<file path="src/rtl/wb_stage.sv">
// Writeback stage: MEM/WB register, load-data formatting, register-file
// write port, forwarding value, retired-instruction counter.
module wb_stage #(
    parameter int XLEN = 32,
    parameter int REGW = 5
) (
    input  logic            clk,
    input  logic            reset,
    input  logic            mem_valid_i,
    input  logic [XLEN-1:0] mem_pc_i,
    input  logic [REGW-1:0] mem_rd_i,
    input  logic            mem_reg_we_i,
    input  logic [1:0]      mem_wb_sel_i,
    input  logic [2:0]      mem_funct3_i,
    input  logic [XLEN-1:0] mem_alu_i,
    input  logic [XLEN-1:0] mem_rdata_i,
    input  logic            stall_i,
    input  logic            flush_i,
    output logic            wb_valid_o,
    output logic [XLEN-1:0] wb_pc_o,
    output logic            reg_we_o,
    output logic [REGW-1:0] reg_wnum_o,
    output logic [XLEN-1:0] reg_wdata_o,
    output logic            misaligned_o,
    output logic [63:0]     instret_o
);

    logic            validQ;
    logic            freshQ;
    logic [XLEN-1:0] pcQ;
    logic [REGW-1:0] rdQ;
    logic            weQ;
    logic [XLEN-1:0] wdataQ;
    logic            misQ;
    logic [63:0]     instretQ;

    logic [1:0]      addrLo;
    logic [7:0]      loadByte;
    logic [15:0]     loadHalf;
    logic [XLEN-1:0] selData;
    logic            selWe;
    logic            selMis;
    logic            retire;

    assign addrLo = mem_alu_i[1:0];
    assign retire = validQ & freshQ;

    always_comb begin
        loadByte = mem_rdata_i[7:0];
        unique case (addrLo)
            2'd0: loadByte = mem_rdata_i[7:0];
            2'd1: loadByte = mem_rdata_i[15:8];
            2'd2: loadByte = mem_rdata_i[23:16];
            2'd3: loadByte = mem_rdata_i[31:24];
        endcase
    end

    assign loadHalf = addrLo[1] ? mem_rdata_i[31:16] : mem_rdata_i[15:0];

    always_comb begin
        selData = '0;
        selWe   = mem_reg_we_i;
        selMis  = 1'b0;
        unique case (mem_wb_sel_i)
            2'b00: selData = mem_alu_i;
            2'b10: selData = mem_pc_i + XLEN'(4);
            2'b11: selWe = 1'b0;
            2'b01: begin
                unique case (mem_funct3_i)
                    3'b000: selData = {{(XLEN-8){loadByte[7]}}, loadByte};
                    3'b100: selData = {{(XLEN-8){1'b0}}, loadByte};
                    3'b001: begin
                        selMis  = addrLo[0];
                        selData = {{(XLEN-16){loadHalf[15]}}, loadHalf};
                    end
                    3'b101: begin
                        selMis  = addrLo[0];
                        selData = {{(XLEN-16){1'b0}}, loadHalf};
                    end
                    3'b010: begin
                        selMis  = (addrLo != 2'd0);
                        selData = mem_rdata_i;
                    end
                    default: selWe = 1'b0;
                endcase
            end
        endcase
        // a faulting load must never reach the register file
        if (selMis) begin
            selWe   = 1'b0;
            selData = '0;
        end
    end

    always_ff @(posedge clk) begin
        if (reset) begin
            validQ   <= 1'b0;
            freshQ   <= 1'b0;
            pcQ      <= '0;
            rdQ      <= '0;
            weQ      <= 1'b0;
            wdataQ   <= '0;
            misQ     <= 1'b0;
            instretQ <= '0;
        end else begin
            if (retire) begin
                instretQ <= instretQ + 64'd1;
            end
            if (flush_i) begin
                validQ <= 1'b0;
                freshQ <= 1'b0;
            end else if (stall_i) begin
                freshQ <= 1'b0;
            end else begin
                validQ <= mem_valid_i;
                freshQ <= mem_valid_i;
                pcQ    <= mem_pc_i;
                rdQ    <= mem_rd_i;
                weQ    <= selWe;
                wdataQ <= selData;
                misQ   <= selMis;
            end
        end
    end

    assign wb_valid_o   = validQ;
    assign wb_pc_o      = pcQ;
    assign reg_we_o     = retire & weQ & (rdQ != '0);
    assign reg_wnum_o   = rdQ;
    assign reg_wdata_o  = wdataQ;
    assign misaligned_o = retire & misQ;
    assign instret_o    = instretQ;

endmodule

</file>
<file path="config.mk">
export PLATFORM = sky130hd
export DESIGN_NAME = wb_stage
export DESIGN_NICKNAME = d
export VERILOG_FILES = /design/src/rtl/wb_stage.sv
export SDC_FILE = /design/constraint.sdc
export NUM_CORES = 1
export LEC_CHECK = 0
export CORE_ASPECT_RATIO = 0.9
export CORE_MARGIN = 4
export CORE_UTILIZATION = 45
export CTS_CLUSTER_DIAMETER = 40
export DETAILED_ROUTE_END_ITERATION = 12
export PLACE_DENSITY_LB_ADDON = 0.08
export SYNTH_ARGS = -nofsm -noshare
export SYNTH_HDL_FRONTEND = slang
export SYNTH_SLANG_ARGS = --single-unit
</file>
<file path="constraint.sdc">
create_clock -name clk -period 3 [get_ports clk]
set_input_delay 0.75 -clock clk [delete_from_list [all_inputs] [get_ports clk]]
set_output_delay 0.75 -clock clk [all_outputs]
set_load 0.02 [all_outputs]
</file>
# [After elaboration in Yosys (flattened, before gate mapping)]
# Index checks and enable logic that the tools add are counted.
[totals] mem_bits_ro=0 wordCells=46 latchBits=0 memories=0 regBits=137 mem_bits_rw=0 inputBits=112 out_inout_bits=136
[classes] n_mul=0 shift=0 div=0 add_sub_neg=2 bitwise_logic=6 mux=10 n_eq_ne=10 n_lt_le_gt_ge=0 reduce_logical=10
[ops] op="$pmux 32 s5" count=1
[ops] op="$pmux 32 s3" count=1
[ops] op="$add 64x1->64 const B" count=1
[ops] op="$add 32x3->32 const B" count=1
[ops] op="$mux 32" count=1
[ops] op="$pmux 8 s4" count=1
[ops] op="$mux 16" count=1
[ops] op="$eq 2x2->1 const B" count=4
[ops] op="$eq 3x3->1 const B" count=2
[ops] op="$reduce_bool 5->1" count=1
[ops] op="$reduce_or 5->1" count=1
[ops] op="$and 1x1->1" count=4
[ops] op="$eq 2x1->1 const B" count=2
[ops] op="$logic_not 2->1" count=2
[ops] op="$pmux 1 s2" count=2
[ops] op="$reduce_or 2->1" count=2
[ops] op="$eq 3x1->1 const B" count=1
[ops] op="$eq 3x2->1 const B" count=1
[ops] op="$logic_not 3->1" count=1
[ops] op="$mux 1" count=3
[ops] op="$reduce_or 3->1" count=1
[ops] op="$not 1->1" count=2
[ops] op="$reduce_and 2->1" count=1
[ops] op="$reduce_bool 2->1" count=1

# [Depth between registers and ports, before layout]
# Gate-level depths: netlist (run 1).
[logic_depth] ltp_word=5 depth_mapped=9 mapped_depth_nobuf=6

# [Least setup slack after synthesis (run 1)]
# Ideal clock, no wire load.
[synth_timing] kind="input -> register" start="in mem_pc_i[4]" end="reg wdataQ[18], in the netlist reg_wdata_o[18]" t_arrival_ns=2.569 setup_slack_ns=0.346 path_stages=7 setup_time_ns=0.086 path_buffers=2 required_ns=2.914 cell_sequence="clkbuf_1 -> nand4_1 -> or4_1 -> clkbuf_1 -> or4_1 -> a31o_2 -> a211oi_1"
[synth_between] elab_chain_len=3
[synth_rtl] element="start: declaration" line="10" text="input logic [XLEN-1:0] mem_pc_i,"
[synth_rtl] element="$add 32x3->32" line="66" text="2'b10: selData = mem_pc_i + XLEN'(4);"
[synth_rtl] element="$pmux 32 s3" line="64" text="unique case (mem_wb_sel_i)"
[synth_rtl] element="$mux 32" line="89" text="if (selMis) begin"
[synth_rtl] element="end signal: assignment" line="120" text="wdataQ <= selData;"
[synth_rtl] element="end: declaration" line="33" text="logic [XLEN-1:0] wdataQ;"
# Every way passes these cells.
# A chain may end at the register's enable or synchronous reset.

# [Final worst setup path (run 1)]
[layout_timing] start="in mem_pc_i[12]" end="reg wdataQ[27], in the netlist reg_wdata_o[27]"
# The elaborated chain is that of the path after synthesis.

==> flow_metrics.py, run 1 <==
metrics = {
    "detailed_routing": {
        "viasPerCell": 5.87,
        "vias": 8311,
        "routedWlPerCell_um": 18.6,
        "first_iter_violations": 575,
        "finalWirelength_um": 26300,
        "postRouteAntennaNets": 0,
        "drc": 0,
        "dr.pass1.iters": 6,
    },
    "synthesis": {
        "ys_ff_latch": 137,
        "synth_warnings": 0,
        "synthArstFlopShare": 0,
        "yosysUniqueCellTypes": 64,
        "synth_edf_count": 0,
        "syn_avg_cell_area_um2": 7.93,
        "synthFlopType": "dfxtp_1",
        "synth_area_um2": 7340,
        "synthCells": 925,
        "yosysSeqAreaShare": 0.374,
        "synth_nets": 1039,
    },
    "clocking": {
        "clock_latency_ns": 0.43,
        "clkSinkCount": 137,
        "h-tree-depth": 4,
        "clkTransAtPathRegs_ns": 0.06,
        "cts-resized-gates": 0,
        "cts_root_buf": "clkbuf_16",
        "cts_buffer_depth": 2,
        "postCtsHoldBufs": 0,
        "cts_tree": "done",
        "cts_setup_buffers": 0,
        "cts_inserted_buffers": 17,
    },
    "floorplanning": {
        "rows": 44,
        "initial_utilization": 0.456,
        "ios": 248,
        "die_area_um2": 18400,
        "dieWidth_um": 143,
        "core_area_um2": 16100,
        "chipHeight_um": 129,
    },
    "finish": {
        "layout.nets": 1310,
        "drive_gt1_frac": 0.101,
        "area_delta_synth_final_pct": 49.1,
        "fin_util": 0.681,
        "most-common-layout-cells": "clkdlybuf4s50_1 (246), nand2_1 (150), dfxtp_1 (137), a21oi_1 (90), buf_4 (73)",
        "final_common_cell": "clkdlybuf4s50_1",
        "final_cell_area_um2": 10900,
        "fillers": 1419,
    },
    "power": {
        "vdd_ir_drop_max_mv": 0.437,
        "power_uw": 4680,
        "pwr_density_cell_nw_per_um2": 428,
        "p_leak_uw": 0.00371,
    },
    "placed_design": {
        "io_buffer_count": 247,
        "dpl.hpwl_um": 20000,
        "detailedPlace.worstSlack_ns": -0.151,
        "dpl_cell_area_um2": 10300,
        "place.gp.congestion": 1.01,
    },
    "sta": {
        "finalSetupViolCount": 0,
        "rsz0062_at_grt": "no",
        "timing.final.crit_share": 0.943,
        "maxSlewViolCount": 0,
        "slew_headroom": 0.479,
        "finalHoldViolCount": 0,
        "setup_ws_ns": 0.170,
        "layout_min_cycle_time_ns": 2.83,
        "tightest_slew_ns": 0.781,
        "clock.fmax_mhz": 353,
        "skew_ns": 0.0128,
    },
    "worst_setup_path": {
        "startpoint": "mem_pc_i[12]",
        "end_kind": "register",
        "crit_path_end": "reg_wdata_o[27]$_SDFFE_PP0P_",
        "reg2reg_from": "instret_o[9]$_SDFFE_PP0P_",
        "worstPathRequired_ns": 3.31,
        "critPathMaxFanout": 9,
        "worst_ep_arrival_time_ns": 3.14,
        "critPathKind": "in -> reg",
        "timing.rr.end": "instret_o[39]$_SDFFE_PP0P_",
        "r2r_cells": 5,
        "rrSetupSlack_ns": 0.45,
        "critPathLaunchType": "input pin",
    },
    "grt": {
        "gr-total-overflow": 0,
        "grt_pass1_wl_um": 41300,
        "grtUsageTotal": 0.281,
        "antenna_found_initial": 2,
        "grt_pass1_vias": 7844,
        "grt_max_degree": 74,
    },
    "worst_hold_path": {
        "min_path_type": "reg -> reg",
        "holdCritStartpoint": "wb_pc_o[16]$_SDFFE_PP0P_",
    },
    "status": {
        "status": "completed",
    },
    "job": {
        "drv_cap": 0,
    },
}
## registers in the layout (all words and copies together) (netlist names)
signal	count
weQ	1
wb_pc_o	32
reg_wnum_o	5
wb_valid_o	1
misQ	1
reg_wdata_o	32
instret_o	64
freshQ	1
## routing by layer
| layer | GRT usage | wire, µm | share of wire |
|---|---|---|---|
| met3 | 0.0952 | 2590 | 0.098 |
| met5 | 0 | 8 | 0.00030 |
| met1 | 0.369 | 11400 | 0.43 |
| met2 | 0.428 | 11700 | 0.44 |
| met4 | 0.107 | 683 | 0.026 |
## final cells by class
class	count	area, µm²	share of cell area
flip-flops and latches	137	2740	0.251
clock inverters	14	164	0.0150
clock buffers	18	429	0.0392
repair buffers	319	3010	0.275
inverters	19	71.3	0.00652
multi-input cells	702	4260	0.390
well taps	207	259	0.0237
diodes	1	2.50	0.000229
## synth_stat cells (4+ instances only)
library cell / n / share of area
nor3b_1: 4 / 0.0041
o31a_1: 7 / 0.0084
or3_1: 18 / 0.015
a21o_1: 4 / 0.0041
mux2i_1: 4 / 0.0055
inv_1: 18 / 0.0092
nor3_1: 18 / 0.012
and3_1: 9 / 0.0077
nand2_1: 150 / 0.077
mux4_2: 8 / 0.025
o21ai_0: 46 / 0.031
buf_1: 5 / 0.0026
o31ai_1: 23 / 0.024
a221oi_1: 20 / 0.024
nor2_1: 50 / 0.026
and2_1: 8 / 0.0068
o21a_1: 8 / 0.0082
nand3_1: 29 / 0.020
a31oi_1: 9 / 0.0077
or4_1: 29 / 0.030
a222oi_1: 6 / 0.0082
xor2_1: 9 / 0.011
dfxtp_1: 137 / 0.37
a21oi_1: 90 / 0.061
a211oi_1: 9 / 0.0092
xnor2_1: 28 / 0.033
clkbuf_1: 57 / 0.029
nand4_1: 25 / 0.021
nor4_1: 14 / 0.012
and4_1: 14 / 0.017
nor2b_1: 12 / 0.010
## power by group
part / total (µW) / switching (µW) / internal, µW
Clock: 2120 / 874 / 1250
Combinational: 680 / 339 / 341
Sequential: 1880 / 22.3 / 1860
## worst min-delay path by stage
| stage | to | slack (ns) | cells past startpoint |
|---|---|---|---|
| global route | reg_wdata_o[5]$_SDFFE_PP0P_ | 0.47 | 2 |
| global placement | reg_wdata_o[5]$_SDFFE_PP0P_ | 0.44 | 2 |
| CTS | wb_pc_o[28]$_SDFFE_PP0P_ | 0.46 | 2 |
| detailed placement | reg_wdata_o[5]$_SDFFE_PP0P_ | 0.45 | 2 |
| finish | wb_pc_o[16]$_SDFFE_PP0P_ | 0.45 | 2 |
| floorplan | misQ$_SDFFE_PP0P_ | 0.43 | 2 |
## kinds of logic (layout without fill, tap and decap cells)
family | after synthesis | after routing | synth area share
simple gates | 394 | 394 | 0.275
compound gates | 256 | 256 | 0.226
mux | 13 | 13 | 0.0315
fa+ha+maj | 2 | 2 | 0.00341
flops | 137 | 137 | 0.374
buf+inv | 86 | 370 | 0.0465
other cells | 0 | 1 | 0
xor+xnor | 37 | 37 | 0.0442
## metrics by stage
step | setup TNS (ns) | hold WS, ns | std cells
after global routing | 0 | 0.474 | 1417
after detailed placement | -0.605 | 0.446 | 1384
after floorplan | 0 | 0.427 | 925
after global placement | -0.198 | 0.437 | 1384
final | 0 | 0.453 | 1417
after CTS | 0 | 0.455 | 1416
## critical path, stage by stage
cell and delay, ns:
clkdlybuf4s50_1 0.49, nand4_1 0.22, or4_1 0.70, buf_4 0.23, nor4_1 0.27, o21ai_0 0.14
a221oi_1 0.33
Power figures use the tool's default switching activity.
==> inputs of run 2 (changes only) <==
- CORE_UTILIZATION: 45 -> 40
- PLACE_DENSITY: default -> 0.72
- PLACE_DENSITY_LB_ADDON: 0.08 -> default
- clock period: 3 -> 2.9 ns (I/O delays scaled with it)
==> flow_metrics.py, run 2 (synthesis gave the netlist of run 1 again) <==
metrics = {
    "clocking": {
        "clock_latency_ns": 0.41,
        "cts-resized-gates": 0,
        "clkTransAtPathRegs_ns": 0.06,
        "cts_inserted_buffers": 17,
        "cts_setup_buffers": 0,
        "cts_tree": "done",
        "h-tree-depth": 4,
        "clkSinkCount": 137,
        "cts_root_buf": "clkbuf_16",
        "postCtsHoldBufs": 0,
        "cts_buffer_depth": 2,
    },
    "floorplanning": {
        "die_area_um2": 20600,
        "ios": 248,
        "chipHeight_um": 136,
        "core_area_um2": 17800,
        "rows": 46,
        "dieWidth_um": 151,
        "initial_utilization": 0.411,
    },
    "grt": {
        "grt_pass1_vias": 7524,
        "grt_pass1_wl_um": 41000,
        "grtUsageTotal": 0.253,
        "antenna_found_initial": 0,
        "gr-total-overflow": 0,
        "grt_max_degree": 46,
    },
    "sta": {
        "tightest_slew_ns": 1.05,
        "layout_min_cycle_time_ns": 2.73,
        "slew_headroom": 0.295,
        "finalHoldViolCount": 0,
        "maxSlewViolCount": 0,
        "clock.fmax_mhz": 367,
        "finalSetupViolCount": 0,
        "rsz0062_at_grt": "no",
        "skew_ns": 0.00790,
        "hold_ws_ns": 0.450,
        "timing.final.crit_share": 0.940,
    },
    "detailed_routing": {
        "postRouteAntennaNets": 0,
        "drc": 0,
        "finalWirelength_um": 26500,
        "vias": 8243,
        "viasPerCell": 5.69,
        "routedWlPerCell_um": 18.3,
        "dr.pass1.iters": 6,
        "first_iter_violations": 545,
    },
    "placed_design": {
        "dpl.hpwl_um": 20400,
        "io_buffer_count": 247,
        "place.gp.congestion": 0.936,
    },
    "worst_setup_path": {
        "end_kind": "output port",
        "critPathLaunchType": "register",
        "worst_ep_arrival_time_ns": 2.00,
        "critPathMaxFanout": 5,
        "worstPathRequired_ns": 2.17,
        "critPathKind": "reg -> out",
    },
    "finish": {
        "fin_util": 0.617,
        "area_delta_synth_final_pct": 50.0,
        "most-common-layout-cells": "clkdlybuf4s50_1 (246), nand2_1 (150), dfxtp_1 (137), a21oi_1 (90), buf_4 (72)",
        "final_common_cell": "clkdlybuf4s50_1",
        "largest_register_ffs": 64,
        "antennaDiodeCount": 0,
        "drive_gt1_frac": 0.101,
        "layout.nets": 1309,
    },
    "worst_hold_path": {
        "min_path_type": "reg -> reg",
    },
    "status": {
        "status": "completed",
    },
    "job": {
        "drv_cap": 0,
    },
    "power": {
        "p_leak_uw": 0.00372,
        "pwr_density_cell_nw_per_um2": 448,
        "vdd_ir_drop_max_mv": 0.389,
    },
}
-- run 2: final timing paths --
check	from	endpoint	slack, ns	cells after the start
setup / recovery	wb_valid_o$_SDFFE_PP0N_	reg_we_o	0.17	3
hold reg to reg	reg_wdata_o[0]$_SDFFE_PP0P_	reg_wdata_o[0]$_SDFFE_PP0P_	0.45	2
setup reg to reg	instret_o[10]$_SDFFE_PP0P_	instret_o[51]$_SDFFE_PP0P_	0.34	5
hold / removal	reg_wdata_o[0]$_SDFFE_PP0P_	reg_wdata_o[0]$_SDFFE_PP0P_	0.45	2
-- run 2: cell type report --
cell class,count,area (µm²)
Timing Repair Buffer,318,3000
Inverter,19,71.3
Clock buffer,18,439
Clock inverter,14,186
Sequential cell,137,2740
Fill cell,1636,6840
Tap cell,240,300
Multi-Input combinational cell,702,4260
-- run 2: report_power, final --
| group | switching, µW | leakage [µW] | total [µW] | internal [µW] |
|---|---|---|---|---|
| clock | 890 | 0.000300 | 2290 | 1400 |
| combinational | 351 | 0.00231 | 703 | 353 |
| sequential | 22.5 | 0.00111 | 1940 | 1920 |
| total | 1260 | 0.00372 | 4930 | 3670 |
-- run 2: metal layers --
layer | track usage | vias up | routed length, µm
li1 | - | 3983 | -
met5 | 0 | - | 0
met1 | 0.355 | 3910 | 11800
met2 | 0.386 | 314 | 11900
met3 | 0.0642 | 36 | 2270
met4 | 0.0695 | 0 | 530
-- run 2: through the flow --
step           instances  total power [µW]  setup TNS (ns)  setup slack [ns]  area [µm²]
6_report            1448              4930               0             0.175       11000
5_1_grt             1448              5110               0            0.0579       11000
4_1_cts             1448              4970               0             0.156       11000
3_5_place_dp        1416              2680           -1.61            -0.202       10400
3_3_place_gp        1416              2670          -0.881            -0.107       10400
2_1_floorplan        925              2270               0             0.271        7340
-- run 2: worst max-delay path: stages (launching register included) --
cell and delay [ns]:
dfxtp_1 0.39, and2_1 0.37, o311a_1 0.24, clkdlybuf4s50_1 0.60
